`config.mk`:
```
export PLATFORM = sky130hd
export DESIGN_NAME = demosaic_frame_ctrl
export DESIGN_NICKNAME = d
export VERILOG_FILES = /design/src/rtl/isp_ctrl_pkg.sv /design/src/rtl/frame_pos_counter.sv /design/src/rtl/demosaic_frame_ctrl.sv
export SDC_FILE = /design/constraint.sdc
export NUM_CORES = 1
export LEC_CHECK = 0
export ABC_AREA = 1
export CORE_UTILIZATION = 50
export CTS_CLUSTER_SIZE = 30
export DETAILED_ROUTE_END_ITERATION = 10
export PLACE_DENSITY = 0.72
export RECOVER_POWER = 100
export SYNTH_ARGS = -nofsm -noshare
export SYNTH_HDL_FRONTEND = slang
export SYNTH_HIERARCHICAL = 1
export SYNTH_SLANG_ARGS = --single-unit
```
`constraint.sdc`:
```
create_clock -name clk -period 2.2 [get_ports clk]
set_input_delay 0.44 -clock clk [delete_from_list [all_inputs] [get_ports clk]]
set_output_delay 0.44 -clock clk [all_outputs]
set_load 0.05 [all_outputs]
```
`src/rtl/isp_ctrl_pkg.sv`:
```
// rtl/isp_ctrl_pkg.sv - shared ISP control types, constants and helpers
package isp_ctrl_pkg;

   localparam int PIX_W = 8;

   typedef enum logic [2:0] {
      IDLE   = 3'd0,
      STREAM = 3'd1,
      FLUSH  = 3'd2,
      DRAIN  = 3'd3,
      CLEAR  = 3'd4
   } ctrl_state_e;

   // Zero beats needed to push the last row through a kernel-high line buffer.
   function automatic int flush_cycles(input int width, input int kernel);
      return width * ((kernel - 1) / 2 + 1);
   endfunction

endpackage

```
`src/rtl/frame_pos_counter.sv`:
```
// rtl/frame_pos_counter.sv - x/y raster position counter with clear, enable and last-pixel flag
module frame_pos_counter #(
   parameter int WIDTH  = 1920,
   parameter int HEIGHT = 1080
) (
   input  logic        clk,
   input  logic        reset,
   input  logic        clr_i,
   input  logic        en_i,
   output logic [15:0] x_o,
   output logic [15:0] y_o,
   output logic        last_o
);

   localparam logic [15:0] X_LAST = 16'(WIDTH - 1);
   localparam logic [15:0] Y_LAST = 16'(HEIGHT - 1);

   logic [15:0] x_q, x_d;
   logic [15:0] y_q, y_d;

   always_comb begin
      x_d = x_q;
      y_d = y_q;
      if (clr_i) begin
         x_d = '0;
         y_d = '0;
      end else if (en_i) begin
         if (x_q == X_LAST) begin
            x_d = '0;
            y_d = (y_q == Y_LAST) ? 16'd0 : y_q + 16'd1;
         end else begin
            x_d = x_q + 16'd1;
         end
      end
   end

   always_ff @(posedge clk or posedge reset) begin
      if (reset) begin
         x_q <= '0;
         y_q <= '0;
      end else begin
         x_q <= x_d;
         y_q <= y_d;
      end
   end

   assign x_o    = x_q;
   assign y_o    = y_q;
   assign last_o = (x_q == X_LAST) && (y_q == Y_LAST);

endmodule

```
`src/rtl/demosaic_frame_ctrl.sv`:
```
// rtl/demosaic_frame_ctrl.sv - frame sequencer feeding, flushing and resetting the demosaic core
// Optional drain watchdog: DEMOSAIC_CTRL_TIMEOUT_EN.
module demosaic_frame_ctrl
   import isp_ctrl_pkg::*;
#(
   parameter int WIDTH          = 1920,
   parameter int HEIGHT         = 1080,
   parameter int KERNEL_SIZE    = 7,
   parameter int TIMEOUT_CYCLES = 4096
) (
   input  logic             clk,
   input  logic             reset,
   input  logic             iStart,
   input  logic             iContinuous,
   input  logic [PIX_W-1:0] iData,
   input  logic             iValid,
   output logic             oReady,
   output logic [PIX_W-1:0] dmData,
   output logic             dmValid,
   output logic             dmReset,
   input  logic             dmDone,
   output logic             oBusy,
   output logic             oFrameDone,
   output logic [15:0]      oFrameCnt,
   output logic             oErr
);

   localparam logic [31:0] FLUSH_LAST = 32'(flush_cycles(WIDTH, KERNEL_SIZE) - 1);
   localparam logic [31:0] TMO_LAST   = 32'(TIMEOUT_CYCLES - 1);

   ctrl_state_e      state_q;
   logic             ready_q;
   logic [PIX_W-1:0] data_q;
   logic             valid_q;
   logic             dmrst_q;
   logic             busy_q;
   logic             done_q;
   logic [15:0]      cnt_q;
   logic             err_q;
   logic [31:0]      flush_q;
`ifdef DEMOSAIC_CTRL_TIMEOUT_EN
   logic [31:0]      tmo_q;
`endif

   logic        accept;
   logic        pos_clr;
   logic        pos_last;
   logic [15:0] pos_x_unused;
   logic [15:0] pos_y_unused;

   assign accept  = iValid && ready_q;
   assign pos_clr = ((state_q == IDLE) && iStart) || ((state_q == CLEAR) && iContinuous);

   frame_pos_counter #(
      .WIDTH  (WIDTH),
      .HEIGHT (HEIGHT)
   ) u_pos (
      .clk    (clk),
      .reset  (reset),
      .clr_i  (pos_clr),
      .en_i   (accept),
      .x_o    (pos_x_unused),
      .y_o    (pos_y_unused),
      .last_o (pos_last)
   );

   always_ff @(posedge clk or posedge reset) begin
      if (reset) begin
         state_q <= IDLE;
         ready_q <= 1'b0;
         data_q  <= '0;
         valid_q <= 1'b0;
         dmrst_q <= 1'b1;
         busy_q  <= 1'b0;
         done_q  <= 1'b0;
         cnt_q   <= '0;
         err_q   <= 1'b0;
         flush_q <= '0;
`ifdef DEMOSAIC_CTRL_TIMEOUT_EN
         tmo_q   <= '0;
`endif
      end else begin
         valid_q <= 1'b0;
         done_q  <= 1'b0;
         if (dmDone && (state_q != DRAIN))
            err_q <= 1'b1;
         // Overrun: sensor pushed a beat while we were not accepting, outside IDLE.
         if (iValid && !ready_q &&
             ((state_q == FLUSH) || (state_q == DRAIN) || (state_q == CLEAR)))
            err_q <= 1'b1;

         case (state_q)
            IDLE: begin
               if (iStart) begin
                  state_q <= STREAM;
                  ready_q <= 1'b1;
                  dmrst_q <= 1'b0;
                  busy_q  <= 1'b1;
                  flush_q <= '0;
               end
            end
            STREAM: begin
               if (accept) begin
                  data_q  <= iData;
                  valid_q <= 1'b1;
                  if (pos_last) begin
                     state_q <= FLUSH;
                     ready_q <= 1'b0;
                  end
               end
            end
            FLUSH: begin
               data_q  <= '0;
               valid_q <= 1'b1;
               flush_q <= flush_q + 32'd1;
               if (flush_q == FLUSH_LAST) begin
                  state_q <= DRAIN;
`ifdef DEMOSAIC_CTRL_TIMEOUT_EN
                  tmo_q   <= '0;
`endif
               end
            end
            DRAIN: begin
               if (dmDone) begin
                  state_q <= CLEAR;
                  dmrst_q <= 1'b1;
                  done_q  <= 1'b1;
                  cnt_q   <= cnt_q + 16'd1;
               end
`ifdef DEMOSAIC_CTRL_TIMEOUT_EN
               else if (tmo_q == TMO_LAST) begin
                  state_q <= CLEAR;
                  dmrst_q <= 1'b1;
                  done_q  <= 1'b1;
                  err_q   <= 1'b1;
               end else begin
                  tmo_q <= tmo_q + 32'd1;
               end
`endif
            end
            CLEAR: begin
               if (iContinuous) begin
                  state_q <= STREAM;
                  ready_q <= 1'b1;
                  dmrst_q <= 1'b0;
                  flush_q <= '0;
               end else begin
                  state_q <= IDLE;
                  busy_q  <= 1'b0;
               end
            end
            default: begin
               state_q <= IDLE;
               ready_q <= 1'b0;
               dmrst_q <= 1'b1;
               busy_q  <= 1'b0;
            end
         endcase
      end
   end

`ifndef DEMOSAIC_CTRL_TIMEOUT_EN
   logic [31:0] tmo_last_unused;
   assign tmo_last_unused = TMO_LAST;
`endif

   assign oReady     = ready_q;
   assign dmData     = data_q;
   assign dmValid    = valid_q;
   assign dmReset    = dmrst_q;
   assign oBusy      = busy_q;
   assign oFrameDone = done_q;
   assign oFrameCnt  = cnt_q;
   assign oErr       = err_q;

endmodule

```
==> results of run 1 <==
==> metal layers <==
layer  GRT usage [%]  vias to the layer above  routed length (um)  share of wire (%)
li1                -                     2781                   -                  -
met1           29.89                     2619                6351                 44
met2           42.77                      114                7064                 49
met4           11.08                        0                 353                2.5
met3           4.083                       26                 569                4.0
met5               0                        -                   0                  0
==> per-stage QoR <==
stage	instance area (sq um)	util (%)	setup WS, ps	total power [mW]	hold WS, ps
after floorplan	6017	-	135.2	4.425	474.7
after global placement	6661	57.60	78.96	5.123	468.5
after detailed placement	6661	57.60	41.70	5.170	474.2
after CTS	6947	60.07	23.46	6.734	440.0
after global routing	6779	58.62	22.01	6.798	522.0
final	6779	58.62	61.24	6.426	484.8
==> registers in the layout (all words and copies together), names as in the netlist <==
name,cells
u_pos/x_o,16
u_pos/y_o,16
oBusy,1
oErr,1
oReady,1
dmData,8
flush_q,32
oFrameCnt,16
dmReset,1
dmValid,1
state_q,3
oFrameDone,1
==> layout make-up <==
class	count	area, sq um	share of cell area (%)
Inverter	97	375.4	5.537
Timing Repair Buffer	58	514.2	7.586
Clock buffer	9	225.2	3.322
Sequential cell	97	2429	35.83
Tap cell	143	178.9	2.639
Multi-Input combinational cell	629	2997	44.20
Clock inverter	7	60.06	0.8859
==> worst register-to-register path, delay by kind of cell (launching register included) <==
kind | cells | cell delay (ps)
and+or+nand+nor | 5 | 870
DFF | 1 | 490
buffers and inverters | 1 | 380
AOI/OAI and AO/OA | 1 | 200
==> power by group through the flow <==
stage | Clock (mW) | Combinational (mW) | Sequential (mW)
after floorplan | 0 | 1.63 | 2.80
after global placement | 0 | 2.79 | 2.33
after detailed placement | 0 | 2.82 | 2.35
after CTS | 1.59 | 2.83 | 2.32
after global routing | 1.64 | 2.84 | 2.33
final | 1.53 | 2.61 | 2.28
==> cell usage after synthesis (2+ instances only) <==
master and n:
inv_1 90, nand3_2 2, dfrtp_1 96, nor3b_1 3
nor3_1 17, buf_2 4, nor3_4 2, nor2_4 6
nor2_1 120, xnor2_1 6, nand4_1 15, inv_4 3
buf_4 3, o21ai_0 36, inv_2 3, buf_6 5
xor2_1 20, nand3_1 90, nor2_2 8, nand2_1 240
nand2_4 4, nor4_1 2, nand2_2 6, o22ai_1 2
o21ai_2 16, a21oi_1 14, o21ai_1 7, ha_1 4
==> worst max path at each step <==
stage | depth (start not counted) | slack, ps | end
after floorplan | 1 | 140 | dmData[0]$_DFFE_PP0P_
after global placement | 11 | 80 | u_pos/x_o[9]$_DFFE_PP0P_
after detailed placement | 11 | 40 | u_pos/x_o[10]$_DFFE_PP0P_
after CTS | 1 | 20 | oFrameCnt[4]
after global routing | 7 | 20 | flush_q[10]$_DFFE_PP0P_
final | 1 | 60 | dmReset
==> what timing repair did <==
action / in CTS / in global routing
gates resized for setup: 0 / 1
setup endpoints to repair: 0 / 1
hold buffers: 0 / 0
==> logic make-up (layout without fill, tap and decap cells) <==
| logic type | after synthesis | count (layout) |
|---|---|---|
| AND/OR/NAND/NOR | 522 | 522 |
| flip-flops | 97 | 97 |
| buffers and inverters | 110 | 171 |
| AO/OA/AOI/OAI | 77 | 77 |
| adder cells (fa/ha/maj) | 4 | 4 |
| XOR/XNOR | 26 | 26 |
==> impl_metrics.csv, run 1 <==
group,metric,value,unit
outcome,run_status,"complete, but fails checks",
outcome,violations_in_the_final_reports,"design-rule violations",
timing,finalHoldViolations,0,
cts,cts-htree-levels,3,
worst_setup_path,critPathLaunchType,"flop",
finish,layout_commonest_cell,"nand2_1",
power_and_ir_drop,cell_leakage_power,3.029,nW
grt,grt_use_total,24.59,%
worst_hold_path,hold-path-endpoint,"oErr$_DFFE_PP0P_",
finish,layout.filler_cells,1102,
timing,skew,8.685,ps
worst_setup_path,critPathCaptureType,"output pin",
detailed_routing,route.detailed.drc,2,
timing,final.setup.tns,0,ps
grt,grt_max_degree,53,
synthesis,edff_count_synth,0,
worst_setup_path,crit_path_max_incr_delay,800,ps
grt,grt_antenna_before_repair,0,
finish,stdcell_count,1040,
power_and_ir_drop,internal-power,3.564,mW
synthesis,synth-warning-count,6,
worst_setup_path,timing.critical_path.cells,"clkdlybuf4s50_1",
synthesis,synth.area.top_cells,"dfrtp_1 40%, nand2_1 15%, nand3_1 7.5%, nor2_1 7.5%, inv_1 5.6%",
power_and_ir_drop,vdd.ir_drop.worst,0.0006294,V
detailed_routing,route.detailed.vias_per_inst,5.327,
synthesis,synth_compound_area_share,7.673,%
synthesis,synth_top_area_share,39.93,%
timing,final_max_slew_viol_count,0,
power_and_ir_drop,sw_frac_of_total,44.53,%
worst_setup_path,reg2reg_slack,140,ps
synthesis,synthCells,836,
detailed_routing,vias,5540,
synthesis,yosys.area_share.simple,39.38,%
detailed_routing,detail_route.first_pass.iterations,8,
placed_design,gp_routability_congestion,0.9225,
worst_hold_path,worstHoldStart,"oErr$_DFFE_PP0P_",
worst_setup_path,cpMaxStageDelayCell,"clkdlybuf4s50_1",
worst_setup_path,rr_startpoint,"state_q[0]$_DFFE_PP0P_",
detailed_routing,detailedRoute.firstIterationViolations,295,
worst_setup_path,required,1760,ps
cts,max-clock-path-buffers,2,
finish,drive_above_1_share,7.469,%
timing,unrepaired_setup_endpoints_after_global_routing,"false",
timing,finalSetupViolations,0,
worst_hold_path,tightest_hold_check_type,"flop to flop",
worst_setup_path,worst_ep_arrival_time,1700,ps
worst_hold_path,hold-path-cell-count,2,
timing,timing_worst_slew_pin_value,697.2,ps
floorplanning,row_count,39,
worst_setup_path,critical-path-top-delay-family,"buffers and inverters",
job,max-cap-violations,0,
grt,number_of_global_route_vias_before_repair,5459,
cts,clkTransAtPathRegs,70,ps
timing,maxClockFrequency,467.6,MHz
synthesis,synth.yosys.seq_area_share,40.36,%
placed_design,place.detailed.hpwl,10810,um
synthesis,synth_async_sr_flop_share,100.0,%
power_and_ir_drop,power_frac_seq,35.5,%
worst_setup_path,worstReg2RegEnd,"flush_q[10]$_DFFE_PP0P_",
synthesis,syn_nets,854,
power_and_ir_drop,p_comb_share,40.6,%
finish,num_antenna_cells,0,
power_and_ir_drop,share_clk_of_total_power,23.9,%
synthesis,synth.lib_cells_used.distinct,40,
synthesis,post_synth_mux_area_share,0,%
grt,grt_first_pass_wirelength,24720,um
worst_setup_path,worstRegToRegCells,7,
floorplanning,top_level_port_count,44,
detailed_routing,wl_per_cell,13.79,um
power_and_ir_drop,pwr_density_cell,947.9,nW/um^2
timing,timing.max_slew.rel_slack,53.52,%
synthesis,avgSynthCellArea,7.197,sq um
cts,cts_sinks,97,
placed_design,dp_cells,1024,
cts,cts_tree,"yes",
synthesis,main_combinational_cell_family_by_area_after_synthesis,"simple AND/OR/NAND/NOR gates",
synthesis,post_synth_instance_area,6017,sq um
synthesis,ys_seq_elements,97,
worst_setup_path,criticalPathCategory,"flop to output pin",
power_and_ir_drop,power_switching,2.862,mW
placed_design,portBuffers,43,
cts,cts.repair_timing.setup_buffer_count,0,
cts,insertion_delay,350,ps
timing,clock_period_minus_final_worst_setup_slack,2139,ps
cts,cts_buffers,9,
synthesis,post-synth-top-area-cell,"dfrtp_1",
finish,most-common-layout-cells,"241 x nand2_1, 122 x nor2_1, 96 x dfrtp_1",
finish,area_growth,12.66,%
grt,global_route.overflow_total,0,
worst_setup_path,critPathBufInv,1,
floorplanning,total_die_area,12480,sq um
synthesis,synth-xor-area-share,3.785,%
timing,final_min_period_over_clock_period,97.22,%
floorplanning,dieHeight,111.7,um
synthesis,synth_top_flop_cell,"dfrtp_1",
finish,layout.nets,910,
detailed_routing,drtAntennaViolNets,0,
cts,cts_root_buf,"clkbuf_16",
synthesis,post_synth_fa_ha_maj_area_fraction,0.8318,%
floorplanning,placeableCoreArea,11560,sq um
floorplanning,die-width,111.7,um
worst_setup_path,crit_path_start,"dmReset$_DFFE_PP1P_",
worst_setup_path,critPathMaxFanout,2,
detailed_routing,wl,14340,um
floorplanning,initial_utilization,52.03,%
Note: power is estimated with default switching activity, not from simulation.
==> inputs of run 2 (changes only) <==
--- a/config.mk
+++ b/config.mk
@@ -6,6 +6,7 @@
 export NUM_CORES = 1
 export LEC_CHECK = 0
 export ABC_AREA = 1
+export CORE_MARGIN = 4
 export CORE_UTILIZATION = 50
 export CTS_CLUSTER_SIZE = 30
 export DETAILED_ROUTE_END_ITERATION = 10
==> run 2 against run 1 <==
The flow now finishes without violations. Die area grew 11%. Register-to-register slack lost 20 ps. Cell area is essentially flat. Total power grew 0.26%. Sequential share of layout area is essentially flat. Critical endpoint unchanged. Highest routed layer unchanged.
==> impl_metrics.csv, run 2 (synthesis results as in run 1) <==
group,metric,value,unit
outcome,run_status,"complete, no violations",
finish,largest_register_ffs,32,
grt,grt_first_pass_wirelength,24940,um
grt,global_route.overflow_total,0,
placed_design,detailed_place.area,6649,sq um
worst_setup_path,required,1760,ps
detailed_routing,vias,5479,
detailed_routing,detailedRoute.firstIterationViolations,457,
placed_design,place.detailed.hpwl,10510,um
finish,layout.nets,910,
finish,fin_util,58.40,%
worst_setup_path,cpMaxStageDelayCell,"clkdlybuf4s50_1",
power_and_ir_drop,tot_pwr,6.443,mW
worst_setup_path,critical-path-top-delay-family,"buffers and inverters",
finish,num_antenna_cells,0,
worst_setup_path,crit_path_max_incr_delay,810,ps
detailed_routing,wl,14130,um
job,max-cap-violations,0,
grt,grt_max_degree,66,
grt,grt_use_total,21.65,%
cts,cts_sinks,97,
worst_setup_path,critPathCaptureType,"output pin",
detailed_routing,route.detailed.vias_per_inst,5.268,
detailed_routing,route.detailed.drc,0,
timing,timing_worst_slew_pin_value,949.4,ps
timing,unrepaired_setup_endpoints_after_global_routing,"false",
grt,grt_antenna_before_repair,0,
power_and_ir_drop,vdd.ir_drop.worst,0.0006508,V
detailed_routing,drtAntennaViolNets,0,
finish,most-common-layout-cells,"241 x nand2_1, 122 x nor2_1, 94 x dfrtp_1",
timing,clock_period_minus_final_worst_setup_slack,2151,ps
worst_setup_path,timing.critical_path.cells,"clkdlybuf4s50_1",
worst_setup_path,critPathLaunchType,"flop",
placed_design,gp_routability_congestion,0.9321,
finish,regMostFlops,"flush_q",
worst_hold_path,tightest_hold_check_type,"flop to flop",
detailed_routing,wl_per_cell,13.58,um
grt,number_of_global_route_vias_before_repair,5493,
floorplanning,placeableCoreArea,11610,sq um
floorplanning,dieHeight,117.7,um
cts,cts.repair_timing.setup_buffer_count,0,
timing,finalSetupViolations,0,
floorplanning,top_level_port_count,44,
power_and_ir_drop,cell_leakage_power,3.017,nW
timing,skew,7.031,ps
timing,finalHoldViolations,0,
floorplanning,row_count,39,
worst_setup_path,critPathMaxFanout,2,
cts,max-clock-path-buffers,2,
timing,timing.max_slew.rel_slack,36.71,%
timing,hold_ws,486.0,ps
worst_setup_path,critPathBufInv,1,
worst_setup_path,worst_ep_arrival_time,1710,ps
finish,design_area_final,6783,sq um
cts,cts-htree-levels,3,
finish,drive_above_1_share,7.581,%
floorplanning,total_die_area,13850,sq um
cts,cts_buffers,9,
floorplanning,initial_utilization,51.81,%
finish,layout_commonest_cell,"nand2_1",
worst_setup_path,criticalPathCategory,"flop to output pin",
cts,cts_tree,"yes",
finish,area_growth,12.73,%
placed_design,portBuffers,43,
cts,clkTransAtPathRegs,70,ps
power_and_ir_drop,pwr_density_cell,949.9,nW/um^2
floorplanning,die-width,117.7,um
timing,final_max_slew_viol_count,0,
timing,maxClockFrequency,465.0,MHz
detailed_routing,detail_route.first_pass.iterations,6,
timing,final.setup.tns,0,ps
timing,final_min_period_over_clock_period,97.76,%
cts,insertion_delay,360,ps
cts,cts_root_buf,"clkbuf_16",
==> run 2: changes by cell type in the layout (fill, tap and decap cells not counted), sizes merged <==
cell,change
clkinv,+5
inv,-4
buf,+2
clkinvlp,-1
clkbuf,-2
==> run 2: stage by stage <==
step,cells,setup slack (ps)
4_1_cts,1040,12.12
6_report,1040,49.30
5_1_grt,1040,15.67
3_3_place_gp,1024,9.477
2_1_floorplan,836,135.2
3_5_place_dp,1024,-26.79
==> run 2: timing repair <==
action / CTS / global route
gates resized for setup: 0 / 3
endpoints found under the setup margin: 0 / 4
hold buffers: 0 / 0
==> run 2: report_power, final <==
group          leakage, nW  switching, mW  internal [mW]
sequential            1.30          0.254           2.04
clock                0.139          0.741          0.787
combinational         1.58           1.87          0.751
total                 3.02           2.86           3.58
==> run 2: worst paths after layout <==
kind                                        start                  endpoint  slack (ps)  cells past startpoint
setup / recovery              dmReset$_DFFE_PP1P_                   dmReset          50                      1
hold / removal                   oErr$_DFFE_PP0P_          oErr$_DFFE_PP0P_         490                      2
setup reg to reg           state_q[0]$_DFFE_PP0P_  u_pos/y_o[3]$_DFFE_PP0P_         120                      8
hold reg to reg                  oErr$_DFFE_PP0P_          oErr$_DFFE_PP0P_         490                      2
max in group asynchronous                   reset  u_pos/y_o[0]$_DFFE_PP0P_         650                      3
min in group asynchronous                   reset  u_pos/x_o[3]$_DFFE_PP0P_         860                      3
==> run 2: layer usage <==
layer,global-route usage [%],wire length [um],part of all wire (%)
met4,7.106,255,1.8
met2,38.20,7153,51
met5,0,0,0
met1,25.58,6073,43
met3,5.766,643,4.6
==> run 2: layout make-up <==
type,instances,area [sq um]
Clock buffer,9,225.2
Clock inverter,7,67.56
Fill cell,1115,4831
Inverter,97,375.4
Multi-Input combinational cell,629,2987
Sequential cell,97,2431
Tap cell,143,178.9
Timing Repair Buffer,58,518.0
